## src/rtl/instruction_fetch_queue_pkg.sv

```systemverilog
// Shared types and helpers for the instruction prefetch queue.
package instruction_fetch_queue_pkg;

    localparam logic [6:0] OPC_JAL    = 7'b1101111;
    localparam int         ENTRY_PC_W = 32;

    typedef struct packed {
        logic [31:0]           ins;
        logic [ENTRY_PC_W-1:0] pc;
        logic                  pred_taken;
        logic [ENTRY_PC_W-1:0] pred_target;
    } fetch_entry_t;

    // J-type immediate, sign-extended; only instruction bits [31:12] carry it.
    function automatic logic [31:0] imm_j(input logic [31:12] ins);
        return {{12{ins[31]}}, ins[19:12], ins[20], ins[30:21], 1'b0};
    endfunction

endpackage

```

## src/rtl/instruction_fetch_queue_circ_queue.sv

```systemverilog
// Generic DEPTH x WIDTH circular FIFO with clear; head data is read straight from storage.
module instruction_fetch_queue_circ_queue #(
    parameter int DEPTH = 8,
    parameter int WIDTH = 32
) (
    input  logic                           clk_in,
    input  logic                           rst_in,
    input  logic                           i_push,
    input  logic                           i_pop,
    input  logic                           i_clear,
    input  logic [WIDTH-1:0]               i_wdata,
    output logic [WIDTH-1:0]               o_rdata,
    output logic [$clog2(DEPTH+1)-1:0]     o_count
);
    localparam int PW = $clog2(DEPTH);
    localparam int CW = $clog2(DEPTH+1);

    logic [WIDTH-1:0] r_mem [DEPTH];
    logic [PW-1:0]    r_head;
    logic [PW-1:0]    r_tail;
    logic [CW-1:0]    r_count;

    always_ff @(posedge clk_in or negedge rst_in) begin
        if (!rst_in) begin
            r_head  <= '0;
            r_tail  <= '0;
            r_count <= '0;
            for (int i = 0; i < DEPTH; i++) r_mem[i] <= '0;
        end else if (i_clear) begin
            r_head  <= '0;
            r_tail  <= '0;
            r_count <= '0;
        end else begin
            if (i_push) begin
                r_mem[r_tail] <= i_wdata;
                r_tail        <= r_tail + PW'(1);
            end
            if (i_pop) r_head <= r_head + PW'(1);
            case ({i_push, i_pop})
                2'b10:   r_count <= r_count + CW'(1);
                2'b01:   r_count <= r_count - CW'(1);
                default: r_count <= r_count;
            endcase
        end
    end

    assign o_rdata = r_mem[r_head];
    assign o_count = r_count;

endmodule

```

## src/rtl/instruction_fetch_queue.sv

```systemverilog
// Sequential instruction prefetcher with credit flow control, flush redirect and
// optional static JAL prediction; stale in-flight responses are counted off and dropped.
module instruction_fetch_queue
    import instruction_fetch_queue_pkg::*;
#(
    parameter int              DEPTH           = 8,
    parameter int              XLEN            = 32,
    parameter int              MAX_OUTSTANDING = 2,
    parameter logic [XLEN-1:0] RESET_PC        = '0,
    parameter bit              PREDICT_JAL     = 1'b1
) (
    input  logic                         clk_in,
    input  logic                         rst_in,
    input  logic                         rdy_in,
    input  logic                         flush_pipeline,
    input  logic [XLEN-1:0]              flush_pc,
    output logic                         mem_req_valid,
    input  logic                         mem_req_ready,
    output logic [XLEN-1:0]              mem_req_addr,
    input  logic                         mem_rsp_valid,
    input  logic [31:0]                  mem_rsp_data,
    output logic                         ins_valid,
    input  logic                         need_issue,
    output logic [31:0]                  ins_full,
    output logic [XLEN-1:0]              ins_pc,
    output logic                         ins_pred_taken,
    output logic [XLEN-1:0]              ins_pred_target,
    output logic [$clog2(DEPTH+1)-1:0]   count
);
    localparam int CW = $clog2(DEPTH+1);
    localparam int IW = $clog2(MAX_OUTSTANDING+1);

    logic            r_active;
    logic [XLEN-1:0] r_fetch_pc;
    logic [XLEN-1:0] r_rsp_pc;
    logic [IW-1:0]   r_inflight;
    logic [IW-1:0]   r_drop;

    logic [CW-1:0]   w_count;
    fetch_entry_t    w_head;
    fetch_entry_t    w_wdata;
    logic            w_credit;
    logic            w_req_acc;
    logic            w_flush;
    logic            w_rsp_keep;
    logic            w_is_jal;
    logic            w_pop;
    logic [XLEN-1:0] w_jal_target;
    logic [XLEN-1:0] w_seq_target;
    logic [IW-1:0]   w_inflight_nxt;

    // Every accepted request reserves a queue slot, so a kept response never overflows.
    assign w_credit       = (int'(w_count) + int'(r_inflight) < DEPTH) &&
                            (int'(r_inflight) < MAX_OUTSTANDING);
    assign mem_req_valid  = rdy_in && r_active && w_credit;
    assign mem_req_addr   = r_fetch_pc;
    assign w_req_acc      = mem_req_valid && mem_req_ready;

    assign w_flush        = rdy_in && flush_pipeline;
    assign w_rsp_keep     = mem_rsp_valid && (r_drop == '0) && !w_flush;
    assign w_is_jal       = PREDICT_JAL && w_rsp_keep && (mem_rsp_data[6:0] == OPC_JAL);
    assign w_jal_target   = r_rsp_pc + XLEN'($signed(imm_j(mem_rsp_data[31:12])));
    assign w_seq_target   = r_rsp_pc + XLEN'(4);
    assign w_inflight_nxt = r_inflight + IW'(w_req_acc) - IW'(mem_rsp_valid);

    assign ins_valid      = rdy_in && (w_count != '0);
    assign w_pop          = ins_valid && need_issue && !w_flush;

    always_comb begin
        w_wdata             = '0;
        w_wdata.ins         = mem_rsp_data;
        w_wdata.pc          = ENTRY_PC_W'(r_rsp_pc);
        w_wdata.pred_taken  = w_is_jal;
        w_wdata.pred_target = ENTRY_PC_W'(w_is_jal ? w_jal_target : w_seq_target);
    end

    instruction_fetch_queue_circ_queue #(
        .DEPTH (DEPTH),
        .WIDTH ($bits(fetch_entry_t))
    ) u_queue (
        .clk_in  (clk_in),
        .rst_in  (rst_in),
        .i_push  (w_rsp_keep),
        .i_pop   (w_pop),
        .i_clear (w_flush),
        .i_wdata (w_wdata),
        .o_rdata (w_head),
        .o_count (w_count)
    );

    always_ff @(posedge clk_in or negedge rst_in) begin
        if (!rst_in) begin
            r_active   <= 1'b0;
            r_fetch_pc <= RESET_PC;
            r_rsp_pc   <= RESET_PC;
            r_inflight <= '0;
            r_drop     <= '0;
        end else begin
            r_active   <= 1'b1;
            r_inflight <= w_inflight_nxt;
            // Either redirect makes every response still outstanding after this cycle stale.
            if (w_flush) begin
                r_fetch_pc <= flush_pc;
                r_rsp_pc   <= flush_pc;
                r_drop     <= w_inflight_nxt;
            end else if (w_is_jal) begin
                r_fetch_pc <= w_jal_target;
                r_rsp_pc   <= w_jal_target;
                r_drop     <= w_inflight_nxt;
            end else begin
                if (w_req_acc) r_fetch_pc <= r_fetch_pc + XLEN'(4);
                if (w_rsp_keep) r_rsp_pc <= w_seq_target;
                if (mem_rsp_valid && (r_drop != '0)) r_drop <= r_drop - IW'(1);
            end
        end
    end

    assign ins_full        = w_head.ins;
    assign ins_pc          = XLEN'(w_head.pc);
    assign ins_pred_taken  = w_head.pred_taken;
    assign ins_pred_target = XLEN'(w_head.pred_target);
    assign count           = w_count;

endmodule

```

## config.mk

```make
export PLATFORM = sky130hd
export DESIGN_NAME = instruction_fetch_queue
export DESIGN_NICKNAME = d
export VERILOG_FILES = /design/src/rtl/instruction_fetch_queue_pkg.sv /design/src/rtl/instruction_fetch_queue_circ_queue.sv /design/src/rtl/instruction_fetch_queue.sv
export SDC_FILE = /design/constraint.sdc
export NUM_CORES = 2
export LEC_CHECK = 0
export ABC_AREA = 1
export CAP_MARGIN = 20
export CORE_UTILIZATION = 60
export DETAILED_ROUTE_END_ITERATION = 10
export GPL_TIMING_DRIVEN = 0
export PLACE_DENSITY = 0.82
export SETUP_SLACK_MARGIN = 0.15
export SLEW_MARGIN = 10
export SYNTH_ARGS = -nofsm -noshare
export SYNTH_HDL_FRONTEND = slang
export SYNTH_SLANG_ARGS = --single-unit
```

## constraint.sdc

```tcl
create_clock -name clk_in -period 7.4 [get_ports clk_in]
set_clock_uncertainty 0.05 [all_clocks]
set_input_delay 1.85 -clock clk_in [delete_from_list [all_inputs] [get_ports clk_in]]
set_output_delay 1.85 -clock clk_in [all_outputs]
set_load 0.02 [all_outputs]
```

==> impl_results.md <==
* GR Layer Usage met3 at 0.1441
* Critical path arrival at 4.92 ns
* Switch Pwr at 8.429 mW
* GR Util All Layers at 0.4393
* Commonest non-fill, non-tap cells in the layout: 1263 x nand2_1, 1069 x o21ai_0, 847 x dfrtp_1, 832 x nor2_1, 263 x inv_1
* Fillers at 5473
* Clock transition at the registers of the reported paths at 0.06 ns
* Sequential area share after synthesis at 0.5103
* I/O pin cnt at 206
* Hold buffer count at cts at 0
* First-pass GRT wire length at 234500 um
* Comb pwr share at 0.425
* DRT Wirelength at 154900 um
* Share of the core filled with cells at 0.7020
* Top_reg_cell synth: dfrtp_1
* Synthesized Nets at 5446
* Overall die width at 265.1 um
* Max clock buf depth at 3
* Largest net degree at the start of global routing at 113
* Crit path kind: register to output port
* TritonCTS clock tree: built
* Worst-margin pin slew at about 1.3 ns
* Cells after DPL at 6481
* Multi-input logic area at ~18000 um^2
* Fin cells at around 6.6k
* Run status: finished, violations left
* Resized cells post-CTS at 0
* WL per Instance at 23.29 um
* GR Overflow Total at 0
* Synth-to-Final Area Change at 15.92%
* Crit Reg-Reg Startpoint: u_queue.o_count[0]
* Htree depth at 3
* Crit end category: output port
* Placeable core region at around 69000 um^2
* Setup crit start: u_queue.r_head[0]
* Initial Util at 0.6056
* Postcts setup bufs at 0
* Clk sink count at around 850
* Layout net count at between 5k and 6k
* Vias in the first global route at 39.49k
* Die Area at roughly 70000 um^2
* Pwr dens at 414.2 nW/um^2
* Switch share at 0.4226
* Post-Synthesis Cell Area at between 40000 and 50000 um^2
* Gr busiest metal: met2
* Setup TNS at 0 ns
* Violated checks: DRC
* CP Data Required Time at 5.50 ns
* IO buf count at 205
* Antenna viol nets, final at 0
* 1st-iter DRT viols at 6244
* Max IR drop VDD at approximately 0.00024 V
* Fin crit share at 0.9217
* Site row count at 96
* Final setup fails at 0
* Sequential power share at 0.336
* Post-synth EDFFs at 0
* Root Buffer: clkbuf_16
* Hpwl dp at approximately 110000 um
* Initial antenna violation count at 10
* Post-DR vias/cell at 6.315
* Clk_lat worst skew at around 0.67 ns
* Commonest non-fill, non-tap cell in the layout: nand2_1
* First drt pass iteration count at 11
* Met2 Use GR at 0.6294
* Mapped Cells at about 5.3k
* Met1 global-route usage at 0.5862
* RSZ-0062 raised after global routing: false
* Worst Hold Class: register to register
* Register area at ~21000 um^2
* Min Clock Period, post-route at just under 7 ns
* Via count at between 40k and 50k
* DIE HEIGHT at 265.1 um
* Slew headroom at 0.1538
* # DRC at 3
* CP Launch Type: register
* Layout cells sized above 1 at 0.05463
* Max Clock Freq at about 150 MHz
* Synth warn at 0
* Internal Pwr Total at between 10 and 15 mW
* GP Congestion at 1.023
* Max cap viols at 0
* Cell variety after synth at 50
* Synth Area per Inst at approximately 7.8 um^2
* Pins Over Slew Limit at 0
* FF+latch count, synth at around 850
* Worst-path fanout max at 10
* Final Hold Violating Endpoints at 0
* Lkg Pwr at 22.56 nW
* TritonCTS Buffers at 89
* Share of synthesized flip-flops with an asynchronous set or reset at 1.000
* Hold wc startpoint: u_queue.r_mem[661]
* Clock power share at 0.240
[area by class of cell]
cell class                      instances  share of cell area
Antenna cell                            7           0.0003638
Buffer                                351             0.03035
Clock buffer                          115             0.05125
Clock inverter                         46             0.01273
Inverter                              280             0.02198
Multi-Input combinational cell       3854              0.3701
Sequential cell                       847              0.4402
Tap cell                              931             0.02419
Timing Repair Buffer                  218             0.04878
[metrics by stage]
stage               setup slack, ns  instance area [um^2]  power [mW]  hold WS (ns)
global route                 0.7344                 48140       20.86        0.4454
floorplan                     3.188                 41540       11.44        0.3937
global placement             -33.55                 44750       14.70        0.4062
finish                       0.5791                 48150       19.94        0.4305
detailed placement            1.594                 45050       14.84        0.4125
CTS                          0.8710                 48130       19.62        0.4290
[power by group through the flow]
stage          Combinational [mW]  Sequential [mW]  Clock (mW)
4_1_cts                      8.24             6.64        4.75
3_5_place_dp                 8.15             6.69           0
2_1_floorplan                4.92             6.52           0
6_report                     8.47             6.69        4.78
5_1_grt                      9.12             6.80        4.94
3_3_place_gp                 7.99             6.72           0
[synthesized netlist by cell type (7+ instances only)]
master / count / area, um^2
nand2_1: 1263 / 4741
o21ai_0: 1069 / 5350
dfrtp_1: 847 / 21200
nor2_1: 832 / 3123
inv_1: 263 / 987.2
clkbuf_1: 235 / 882.1
a31oi_1: 169 / 1057
nand3_1: 92 / 460.4
o22ai_1: 91 / 569.3
a21oi_1: 84 / 420.4
buf_2: 81 / 405.4
ha_1: 41 / 513.0
o21ai_1: 38 / 190.2
xor2_1: 27 / 236.5
buf_1: 26 / 97.59
nand4_1: 20 / 125.1
o211ai_1: 20 / 150.1
nor3_1: 19 / 95.09
inv_2: 11 / 41.29
nor2_4: 11 / 123.9
nand3_2: 10 / 100.1
xnor2_1: 8 / 70.07
nand2_2: 7 / 43.79
nand3b_1: 7 / 52.55
or2_2: 7 / 43.79
[metal layers]
metal,share of wire,routed length [um],vias up
li1,-,-,18220
met1,0.37,57100,20100
met2,0.42,65140,3062
met3,0.15,22560,596
met4,0.065,10000,10
met5,0.00038,59,-
[critical path, cell delays in order, from the launching register on]
cell	delay (ns)
dfrtp_1	0.35
buf_2	0.32
buf_2	0.43
clkbuf_1	0.94
buf_2	0.52
nor2_1	0.10
nor2_1	0.08
o21ai_0	0.12
a31oi_1	0.57
buf_4	0.21
clkdlybuf4s50_1	0.60
[path summary, 6_finish.rpt]
check	end	slack (ns)	depth (start not counted)
max in group asynchronous	u_queue.r_mem[342]	3.81	5
setup / recovery	ins_pred_target[0]	0.58	10
hold / removal	u_queue.r_mem[661]	0.43	2
setup reg to reg	u_queue.o_count[3]	3.92	10
hold reg to reg	u_queue.r_mem[661]	0.43	2
min in group asynchronous	u_queue.r_mem[393]	1.14	1
[cell families (layout without fill, tap and decap cells)]
| kind of cell | after synthesis | in the layout | synth area share |
|---|---|---|---|
| buffers and inverters | 631 | 1010 | 0.06067 |
| xor gates and xnor gates | 35 | 35 | 0.007380 |
| and+or+nand+nor | 2288 | 2288 | 0.2185 |
| adders and majority gates | 43 | 43 | 0.01331 |
| other | 1 | 8 | 0.00009028 |
| DFF | 847 | 847 | 0.5103 |
| AOI/OAI and AO/OA | 1487 | 1487 | 0.1897 |
[state kept, by name (all words and copies together) (netlist names)]
register / cells
r_drop: 2
r_rsp_pc: 32
r_inflight: 2
r_active: 1
u_queue.r_tail: 3
u_queue.o_count: 4
u_queue.r_mem: 768
mem_req_addr: 32
u_queue.r_head: 3
Power figures use the tool's default switching activity.
